**config.mk**
```make
export PLATFORM = sky130hd
export DESIGN_NAME = fetch_sequencer
export DESIGN_NICKNAME = d
export VERILOG_FILES = /design/src/rtl/fetch_sequencer.sv
export SDC_FILE = /design/constraint.sdc
export NUM_CORES = 1
export LEC_CHECK = 0
export ABC_AREA = 1
export BUFFER_PORTS_ARGS = -buffer_cell sky130_fd_sc_hd__buf_2
export CAP_MARGIN = 20
export CELL_PAD_IN_SITES_DETAIL_PLACEMENT = 2
export CELL_PAD_IN_SITES_GLOBAL_PLACEMENT = 2
export CORE_MARGIN = 2
export CORE_UTILIZATION = 30
export CTS_BUF_LIST = sky130_fd_sc_hd__clkbuf_4 sky130_fd_sc_hd__clkbuf_8
export CTS_CLUSTER_SIZE = 28
export DETAILED_ROUTE_END_ITERATION = 10
export PLACE_DENSITY = 0.84
export SYNTH_ARGS = -nofsm -noshare
export SYNTH_HDL_FRONTEND = slang
export SYNTH_SLANG_ARGS = --single-unit
```
**constraint.sdc**
```tcl
create_clock -name clk_i -period 1.6 [get_ports clk_i]
set_input_delay 0.24 -clock clk_i [delete_from_list [all_inputs] [get_ports clk_i]]
set_output_delay 0.24 -clock clk_i [all_outputs]
set_load 0.05 [all_outputs]
```
**src/rtl/fetch_sequencer.sv**
```systemverilog
// Instruction-fetch control FSM: strobes the IR load, waits for it, checks the condition field
// and issues passing instructions to decode, then strobes the PC advance.
// Optional macro FETCH_PERF_CNT_EN adds issued/skipped instruction counters.
module fetch_sequencer #(
    parameter int unsigned TIMEOUT = 16
) (
    input  logic        clk_i,
    input  logic        rst_ni,
    input  logic        start_i,
    input  logic        halt_req_i,
    input  logic        clear_fault_i,
    input  logic        w_ir_valid_i,
    input  logic [31:0] ir_i,
    input  logic [3:0]  nzcv_i,
    input  logic        dec_ready_i,
    output logic        write_ir_o,
    output logic        write_pc_o,
    output logic [31:0] ir_out_o,
    output logic        ir_out_valid_o,
    output logic        busy_o,
`ifdef FETCH_PERF_CNT_EN
    output logic [31:0] issued_cnt_o,
    output logic [31:0] skipped_cnt_o,
`endif
    output logic        fault_o
);

    localparam int unsigned CntW = $clog2(TIMEOUT + 1);
    localparam logic [CntW-1:0] CntMax  = CntW'(TIMEOUT);
    localparam logic [CntW-1:0] CntLast = CntW'(TIMEOUT - 1);

    typedef enum logic [2:0] {
        StIdle,
        StFetch,
        StWait,
        StIssue,
        StPcUpd,
        StFault
    } state_e;

    state_e          state_q, state_d;
    logic [CntW-1:0] cnt_q, cnt_d;
    logic            halt_pend_q, halt_pend_d;
    logic [31:0]     ir_out_q, ir_out_d;
    logic            cond_pass;

    logic flag_n, flag_z, flag_c, flag_v;
    assign flag_n = nzcv_i[3];
    assign flag_z = nzcv_i[2];
    assign flag_c = nzcv_i[1];
    assign flag_v = nzcv_i[0];

    always_comb begin
        cond_pass = 1'b0;
        unique case (ir_i[31:28])
            4'h0: cond_pass = flag_z;
            4'h1: cond_pass = !flag_z;
            4'h2: cond_pass = flag_c;
            4'h3: cond_pass = !flag_c;
            4'h4: cond_pass = flag_n;
            4'h5: cond_pass = !flag_n;
            4'h6: cond_pass = flag_v;
            4'h7: cond_pass = !flag_v;
            4'h8: cond_pass = flag_c && !flag_z;
            4'h9: cond_pass = !flag_c || flag_z;
            4'hA: cond_pass = (flag_n == flag_v);
            4'hB: cond_pass = (flag_n != flag_v);
            4'hC: cond_pass = !flag_z && (flag_n == flag_v);
            4'hD: cond_pass = flag_z || (flag_n != flag_v);
            4'hE: cond_pass = 1'b1;
            4'hF: cond_pass = 1'b1;
        endcase
    end

    always_ff @(posedge clk_i or negedge rst_ni) begin
        if (!rst_ni) begin
            state_q     <= StIdle;
            cnt_q       <= '0;
            halt_pend_q <= 1'b0;
            ir_out_q    <= '0;
        end else begin
            state_q     <= state_d;
            cnt_q       <= cnt_d;
            halt_pend_q <= halt_pend_d;
            ir_out_q    <= ir_out_d;
        end
    end

    always_comb begin
        state_d = state_q;
        unique case (state_q)
            StIdle:  if (start_i) state_d = StFetch;
            StFetch: state_d = StWait;
            StWait: begin
                // A valid on the last permitted WAIT cycle still wins over the timeout.
                if (w_ir_valid_i) state_d = cond_pass ? StIssue : StPcUpd;
                else if (cnt_q == CntLast) state_d = StFault;
            end
            StIssue: if (dec_ready_i) state_d = StPcUpd;
            StPcUpd: state_d = (halt_pend_q || halt_req_i) ? StIdle : StFetch;
            StFault: if (clear_fault_i) state_d = StIdle;
            default: state_d = StIdle;
        endcase
    end

    always_comb begin
        cnt_d       = cnt_q;
        halt_pend_d = halt_pend_q;
        ir_out_d    = ir_out_q;
        unique case (state_q)
            StIdle:  if (start_i) halt_pend_d = 1'b0;
            StFault: if (clear_fault_i) halt_pend_d = 1'b0;
            default: if (halt_req_i) halt_pend_d = 1'b1;
        endcase
        if (state_q == StFetch) cnt_d = '0;
        else if (state_q == StWait && cnt_q != CntMax) cnt_d = cnt_q + 1'b1;
        if (state_q == StWait && w_ir_valid_i) ir_out_d = ir_i;
    end

    always_comb begin
        write_ir_o     = 1'b0;
        write_pc_o     = 1'b0;
        ir_out_valid_o = 1'b0;
        busy_o         = 1'b1;
        fault_o        = 1'b0;
        unique case (state_q)
            StIdle:  busy_o = 1'b0;
            StFetch: write_ir_o = 1'b1;
            StWait:  ;
            StIssue: ir_out_valid_o = 1'b1;
            StPcUpd: write_pc_o = 1'b1;
            StFault: begin
                busy_o  = 1'b0;
                fault_o = 1'b1;
            end
            default: busy_o = 1'b0;
        endcase
    end

    assign ir_out_o = ir_out_q;

`ifdef FETCH_PERF_CNT_EN
    logic [31:0] issued_q, skipped_q;

    always_ff @(posedge clk_i or negedge rst_ni) begin
        if (!rst_ni) begin
            issued_q  <= '0;
            skipped_q <= '0;
        end else begin
            if (state_q == StIssue && dec_ready_i) issued_q <= issued_q + 32'd1;
            if (state_q == StWait && w_ir_valid_i && !cond_pass) skipped_q <= skipped_q + 32'd1;
        end
    end

    assign issued_cnt_o  = issued_q;
    assign skipped_cnt_o = skipped_q;
`endif

endmodule
```
**After elaboration in Yosys (flattened, before gate mapping)**

Cells that the tools add are included.

- Register bits: 41
- Latch bits: 0
- Memory bits (writable): 0
- Memory bits (read-only): 0
- Input port bits: 43
- Word-level logic and storage cells: 72
- Memories kept: 0

- Add/subtract/negate cells: 1
- Multiply operators: 0
- Divide/modulo/power cells: 0
- $lt $le $gt $ge: 0
- Equal/unequal tests: 28
- Shift-type cells: 0
- Multiplexer cells: 20
- Bitwise operators: 0
- Reduce and logical (&&, ||, !) cells: 19

Operator list:

| cell | number |
|---|---|
| $eq 4x4->1 const B | 8 |
| $mux 3 | 6 |
| $pmux 3 s6 | 1 |
| $eq 4x3->1 const B | 4 |
| $pmux 1 s15 | 1 |
| $mux 5 | 2 |
| $mux 1 | 9 |
| $eq 4x2->1 const B | 2 |
| $eq 3x2->1 const B | 2 |
| $eq 3x3->1 const B | 2 |
| $ne 2x2->1 const B | 3 |
| $add 5x1->5 const B | 1 |
| $eq 5x4->1 const B | 1 |
| $ne 5x5->1 const B | 1 |
| $eq 4x1->1 const B | 1 |
| $logic_and 1x1->1 | 4 |
| $logic_not 1->1 | 4 |
| $logic_not 4->1 | 1 |
| $reduce_and 4->1 | 1 |
| $reduce_or 4->1 | 1 |
| $eq 3x1->1 const B | 1 |
| $logic_not 3->1 | 1 |
| $logic_or 1x1->1 | 3 |
| $ne 3x3->1 const B | 1 |
| other kinds (7) | 7 |

**Depth between registers and ports, before layout**

- Word-level depth: 6
- Mapped depth: 14

**Worst setup path after synthesis**

Ideal clock, no wire load.

- Path type: register to output
- Start: register state_q[0]
- End: output port busy_o
- Arrival time: 1.933 ns
- Slack: -0.573 ns
- Stages on the path, launching flop included: 5
- Path through: dfrtp_1 > nand2_1 > nor2_1 > inv_1 > nand3_1

- Cells in the longest elaborated chain, start to end: 3
- Elaborated cells between the ends (all ways): 6
- Those cells by class: eq/ne (4); mux (1); reduce/logical (1)

RTL lines:

| item | line | text |
|---|---|---|
| start, declared | 41 | `state_e state_q, state_d;` |
| start signal, assigned | 77 | `state_q <= StIdle;` |
| start signal, assigned | 82 | `state_q <= state_d;` |
| $eq 3x1->1 (tied with other cells) | 126 | `unique case (state_q)` |
| $reduce_or 4->1 (no line) * | - |  |
| $mux 1 * | 126 |  |
| end, declared | 20 | `output logic busy_o,` |

Every way passes the cells marked *; elsewhere a longest branch is shown, timed or not.

**Worst setup path after layout**

Same ends and word-level chain as after synthesis.

==> impl_metrics.prom <==
# TYPE chip_impl_metric gauge
chip_impl_metric{name="cts-buffers-inserted",unit=""} 5
chip_impl_metric{name="fp.dieArea",unit="um2"} 7622
chip_impl_metric{name="syn-mean-instance-area",unit="um2"} 10.11
chip_impl_metric{name="grt_antenna_before_repair",unit=""} 0
chip_impl_metric{name="pin_count",unit=""} 80
chip_impl_info{name="critical_path.endpoint_type",value="primary output"} 1
chip_impl_metric{name="synth_area",unit="um2"} 2082
chip_impl_metric{name="total_switching_power",unit="W"} 0.003323
chip_impl_metric{name="crit_required",unit="ns"} 1.36
chip_impl_metric{name="seq_power_share",unit=""} 0.283
chip_impl_metric{name="post-synth-top-area-fraction",unit=""} 0.4928
chip_impl_info{name="most_used_flip_flop_cell_after_synthesis",value="sky130_fd_sc_hd__dfrtp_1"} 1
chip_impl_metric{name="max-clock-path-buffers",unit=""} 2
chip_impl_metric{name="row_count",unit=""} 30
chip_impl_metric{name="netlist_cell_types",unit=""} 23
chip_impl_metric{name="yosys_warnings",unit=""} 0
chip_impl_metric{name="floorplan.initialDensity",unit=""} 0.3081
chip_impl_metric{name="post_route_cells_drive_above_1_share",unit=""} 0.4899
chip_impl_metric{name="place_inst",unit=""} 366
chip_impl_info{name="critical_path_class",value="reg2out"} 1
chip_impl_metric{name="met3_wirelength",unit="um"} 328
chip_impl_info{name="hold_path_class",value="in2async"} 1
chip_impl_metric{name="drt_pass1_iterations",unit=""} 3
chip_impl_metric{name="nNetsFinal",unit=""} 343
chip_impl_info{name="cts_tree",value="done"} 1
chip_impl_metric{name="power.density",unit="nW/um2"} 2285
chip_impl_metric{name="post-route-period-util",unit=""} 0.9788
chip_impl_metric{name="die_height",unit="um"} 87.31
chip_impl_metric{name="core",unit="um2"} 6756
chip_impl_info{name="violations_in_the_final_reports",value="negative hold slack"} 1
chip_impl_metric{name="sum_of_overflow_across_all_layers_after_global_routing",unit=""} 0
chip_impl_info{name="synth_top_cells_by_area",value="sky130_fd_sc_hd__dfrtp_1 (49%), sky130_fd_sc_hd__mux2_4 (16%), sky130_fd_sc_hd__nand2_1 (7.9%)"} 1
chip_impl_metric{name="filler_cell_count",unit=""} 760
chip_impl_info{name="synthMostInstantiatedCell",value="sky130_fd_sc_hd__nand2_1"} 1
chip_impl_metric{name="final_cell_count_no_fill",unit=""} 378
chip_impl_metric{name="setup_tns",unit="ns"} 0
chip_impl_metric{name="flow.area_growth_from_synthesis",unit="%"} 35.64
chip_impl_info{name="routed.top_layer",value="met4"} 1
chip_impl_metric{name="report.final.setup_viol",unit=""} 0
chip_impl_info{name="synth_top_cell_by_area",value="sky130_fd_sc_hd__dfrtp_1"} 1
chip_impl_metric{name="worst-slew-pin-transition",unit="ns"} 0.5251
chip_impl_metric{name="detailroute.wirelength.met2",unit="um"} 3141
chip_impl_metric{name="clock-skew-final",unit="ns"} 0.008872
chip_impl_metric{name="die_w",unit="um"} 87.31
chip_impl_metric{name="postRouteAntennaNets",unit=""} 0
chip_impl_metric{name="vias_cell",unit=""} 4.720
chip_impl_metric{name="worst-path-max-fanout",unit=""} 6
chip_impl_metric{name="hold_viol_final",unit=""} 8
chip_impl_metric{name="cts-htree-levels",unit=""} 2
chip_impl_metric{name="post-route-drc-count",unit=""} 0
chip_impl_metric{name="timing.reg2reg.setup_slack",unit="ns"} 0.09
chip_impl_metric{name="sw_frac_of_total",unit=""} 0.5150
chip_impl_metric{name="clkLatencyLatePin",unit="ns"} 0.30
chip_impl_info{name="status",value="finished with violations"} 1
chip_impl_metric{name="combinationalPowerShare",unit=""} 0.603
chip_impl_metric{name="cp_arrival",unit="ns"} 1.33
chip_impl_metric{name="share_of_synthesized_area_occupied_by_flip_flops_and_latches",unit=""} 0.4928
chip_impl_metric{name="post_synth_edffs",unit=""} 0
chip_impl_info{name="netlist_top_cells_count",value="sky130_fd_sc_hd__nand2_1 (44), sky130_fd_sc_hd__dfrtp_1 (41), sky130_fd_sc_hd__inv_1 (26)"} 1
chip_impl_metric{name="global_route.usage.total",unit=""} 0.1596
chip_impl_metric{name="timing.hold.ws",unit="ns"} -0.002991
chip_impl_metric{name="layout_min_cycle_time",unit="ns"} 1.566
chip_impl_metric{name="finalMaxSlewViolations",unit=""} 0
chip_impl_metric{name="clockPowerShare",unit=""} 0.114
chip_impl_metric{name="max_freq",unit="GHz"} 0.6385
chip_impl_metric{name="asyncSetResetFlopFracSynth",unit=""} 1.000
chip_impl_metric{name="max-cap-violations",unit=""} 0
chip_impl_info{name="cts_root_buf",value="sky130_fd_sc_hd__clkbuf_8"} 1
chip_impl_metric{name="routabilityCongestion",unit=""} 0.7663
chip_impl_metric{name="drt-initial-drc-count",unit=""} 35
chip_impl_metric{name="grt_start_max_net_pins",unit=""} 42
chip_impl_metric{name="ir_drop_worst_vdd",unit="mV"} 0.4682
chip_impl_metric{name="postSynthNetCount",unit=""} 252
chip_impl_metric{name="vias_in_the_first_global_route",unit=""} 1937
chip_impl_metric{name="hpwlAfterDp",unit="um"} 4609
chip_impl_metric{name="drt-met1-wl",unit="um"} 2502
chip_impl_info{name="rsz_0062_raised_after_global_routing",value="yes"} 1
chip_impl_metric{name="finalCoreUtilization",unit=""} 0.4180
chip_impl_metric{name="synth-seq-cells",unit=""} 41
chip_impl_metric{name="clock_sink_count",unit=""} 41
chip_impl_info{name="startpoint_type",value="flop"} 1
chip_impl_metric{name="internal-power",unit="W"} 0.003130
chip_impl_metric{name="cts.clk_slew.worst_paths",unit="ns"} 0.09
chip_impl_metric{name="antennaDiodeCount",unit=""} 0
chip_impl_metric{name="route.vias.total",unit=""} 1784
chip_impl_metric{name="cts_hold_repair_buffers",unit=""} 0
chip_impl_metric{name="grt_pass1_wl",unit="um"} 9446
chip_impl_metric{name="postRouteWirelength",unit="um"} 6034
chip_impl_metric{name="postSynthCellCount",unit=""} 206
chip_impl_metric{name="buffer_ports.inserted",unit=""} 79
chip_impl_metric{name="leakage",unit="nW"} 1.532
chip_impl_metric{name="routedWlPerCell",unit="um"} 15.96
chip_impl_metric{name="slew_headroom",unit=""} 0.6500
-- placed cells by master (no fill, tap or decap), drive strengths merged --
master / n
dfrtp: 41
a21oi: 4
o21a: 1
nand2: 45
nand3b: 1
clkbuf: 7
nor3: 2
clkinv: 2
o22ai: 1
nand4: 1
o21ai: 13
mux2: 28
buf: 87
nor2: 18
ha: 3
inv: 27
nand3: 17
-- per-stage QoR --
stage                     hold WS [ns]  setup slack [ns]  cell area [um2]  total power, W
final                        -0.002991           0.03394             2824        0.006452
after global routing           0.03610          -0.02630             2824        0.006806
after CTS                      0.02086          -0.01096             2729        0.006359
after detailed placement        0.3459           0.04136             2621        0.005560
after global placement          0.3413            0.1003             2621        0.005410
after floorplan               -0.05559          0.008998             2102        0.004623
-- path summary, 6_finish.rpt --
| path | start | endpoint | cells after the start |
|---|---|---|---|
| setup / recovery | state_q[0] | busy_o | 5 |
| hold / removal | rst_ni | ir_out_o[10] | 2 |
| setup reg to reg | cnt_q[0] | state_q[0] | 9 |
| hold reg to reg | ir_out_o[28] | ir_out_o[28] | 2 |
| max in group asynchronous | rst_ni | state_q[0] | 2 |
| min in group clk_i | ir_i[0] | ir_out_o[0] | 2 |
-- registers in the layout (all words and copies together), names as in the netlist --
register	flops
cnt_q	5
halt_pend_q	1
ir_out_o	32
state_q	3
-- routing by layer --
metal / global-route usage / vias up
met5: 0 / -
met3: 0.03412 / 5
met2: 0.2941 / 59
li1: - / 845
met1: 0.1857 / 875
met4: 0.04196 / 0
-- worst max-delay path: stages, from the launching register on --
cell and delay, ns:
sky130_fd_sc_hd__dfrtp_2 0.50, sky130_fd_sc_hd__nand2_4 0.13, sky130_fd_sc_hd__nor2_4 0.04, sky130_fd_sc_hd__inv_2 0.12, sky130_fd_sc_hd__nand3_2 0.09, sky130_fd_sc_hd__buf_6 0.16
-- cell type report --
type	count	area, um2	area share
Clock buffer	6	82.58	0.02924
Tap cell	80	100.1	0.03545
Sequential cell	41	1027	0.3638
Inverter	27	101.3	0.03589
Clock inverter	2	13.76	0.004874
Multi-Input combinational cell	134	974.7	0.3451
Timing Repair Buffer	88	524.3	0.1856
-- timing repair --
| item | in CTS | in global routing |
|---|---|---|
| endpoints found under the setup margin | 5 | 30 |
| resized for setup | 7 | 16 |
| gates cloned | 0 | 1 |
| buffers inserted | 0 | 3 |
| pin swaps | 0 | 3 |
-- power by group through the flow --
| stage | combinational [W] | sequential (W) | clock, W |
|---|---|---|---|
| after floorplan | 0.00139 | 0.00323 | 0 |
| after global placement | 0.00364 | 0.00177 | 0 |
| after detailed placement | 0.00373 | 0.00183 | 0 |
| after CTS | 0.00379 | 0.00182 | 0.000751 |
| after global routing | 0.00413 | 0.00188 | 0.000791 |
| final | 0.00389 | 0.00182 | 0.000735 |
-- logic make-up after synthesis --
family | after synthesis | synth area share
AND/OR/NAND/NOR | 84 | 0.1809
multiplexers | 28 | 0.1911
flip-flops | 41 | 0.4928
buffers and inverters | 31 | 0.06730
AO/OA/AOI/OAI | 19 | 0.04988
adder cells (fa/ha/maj) | 3 | 0.01803
(Power assumes the default switching activity.)
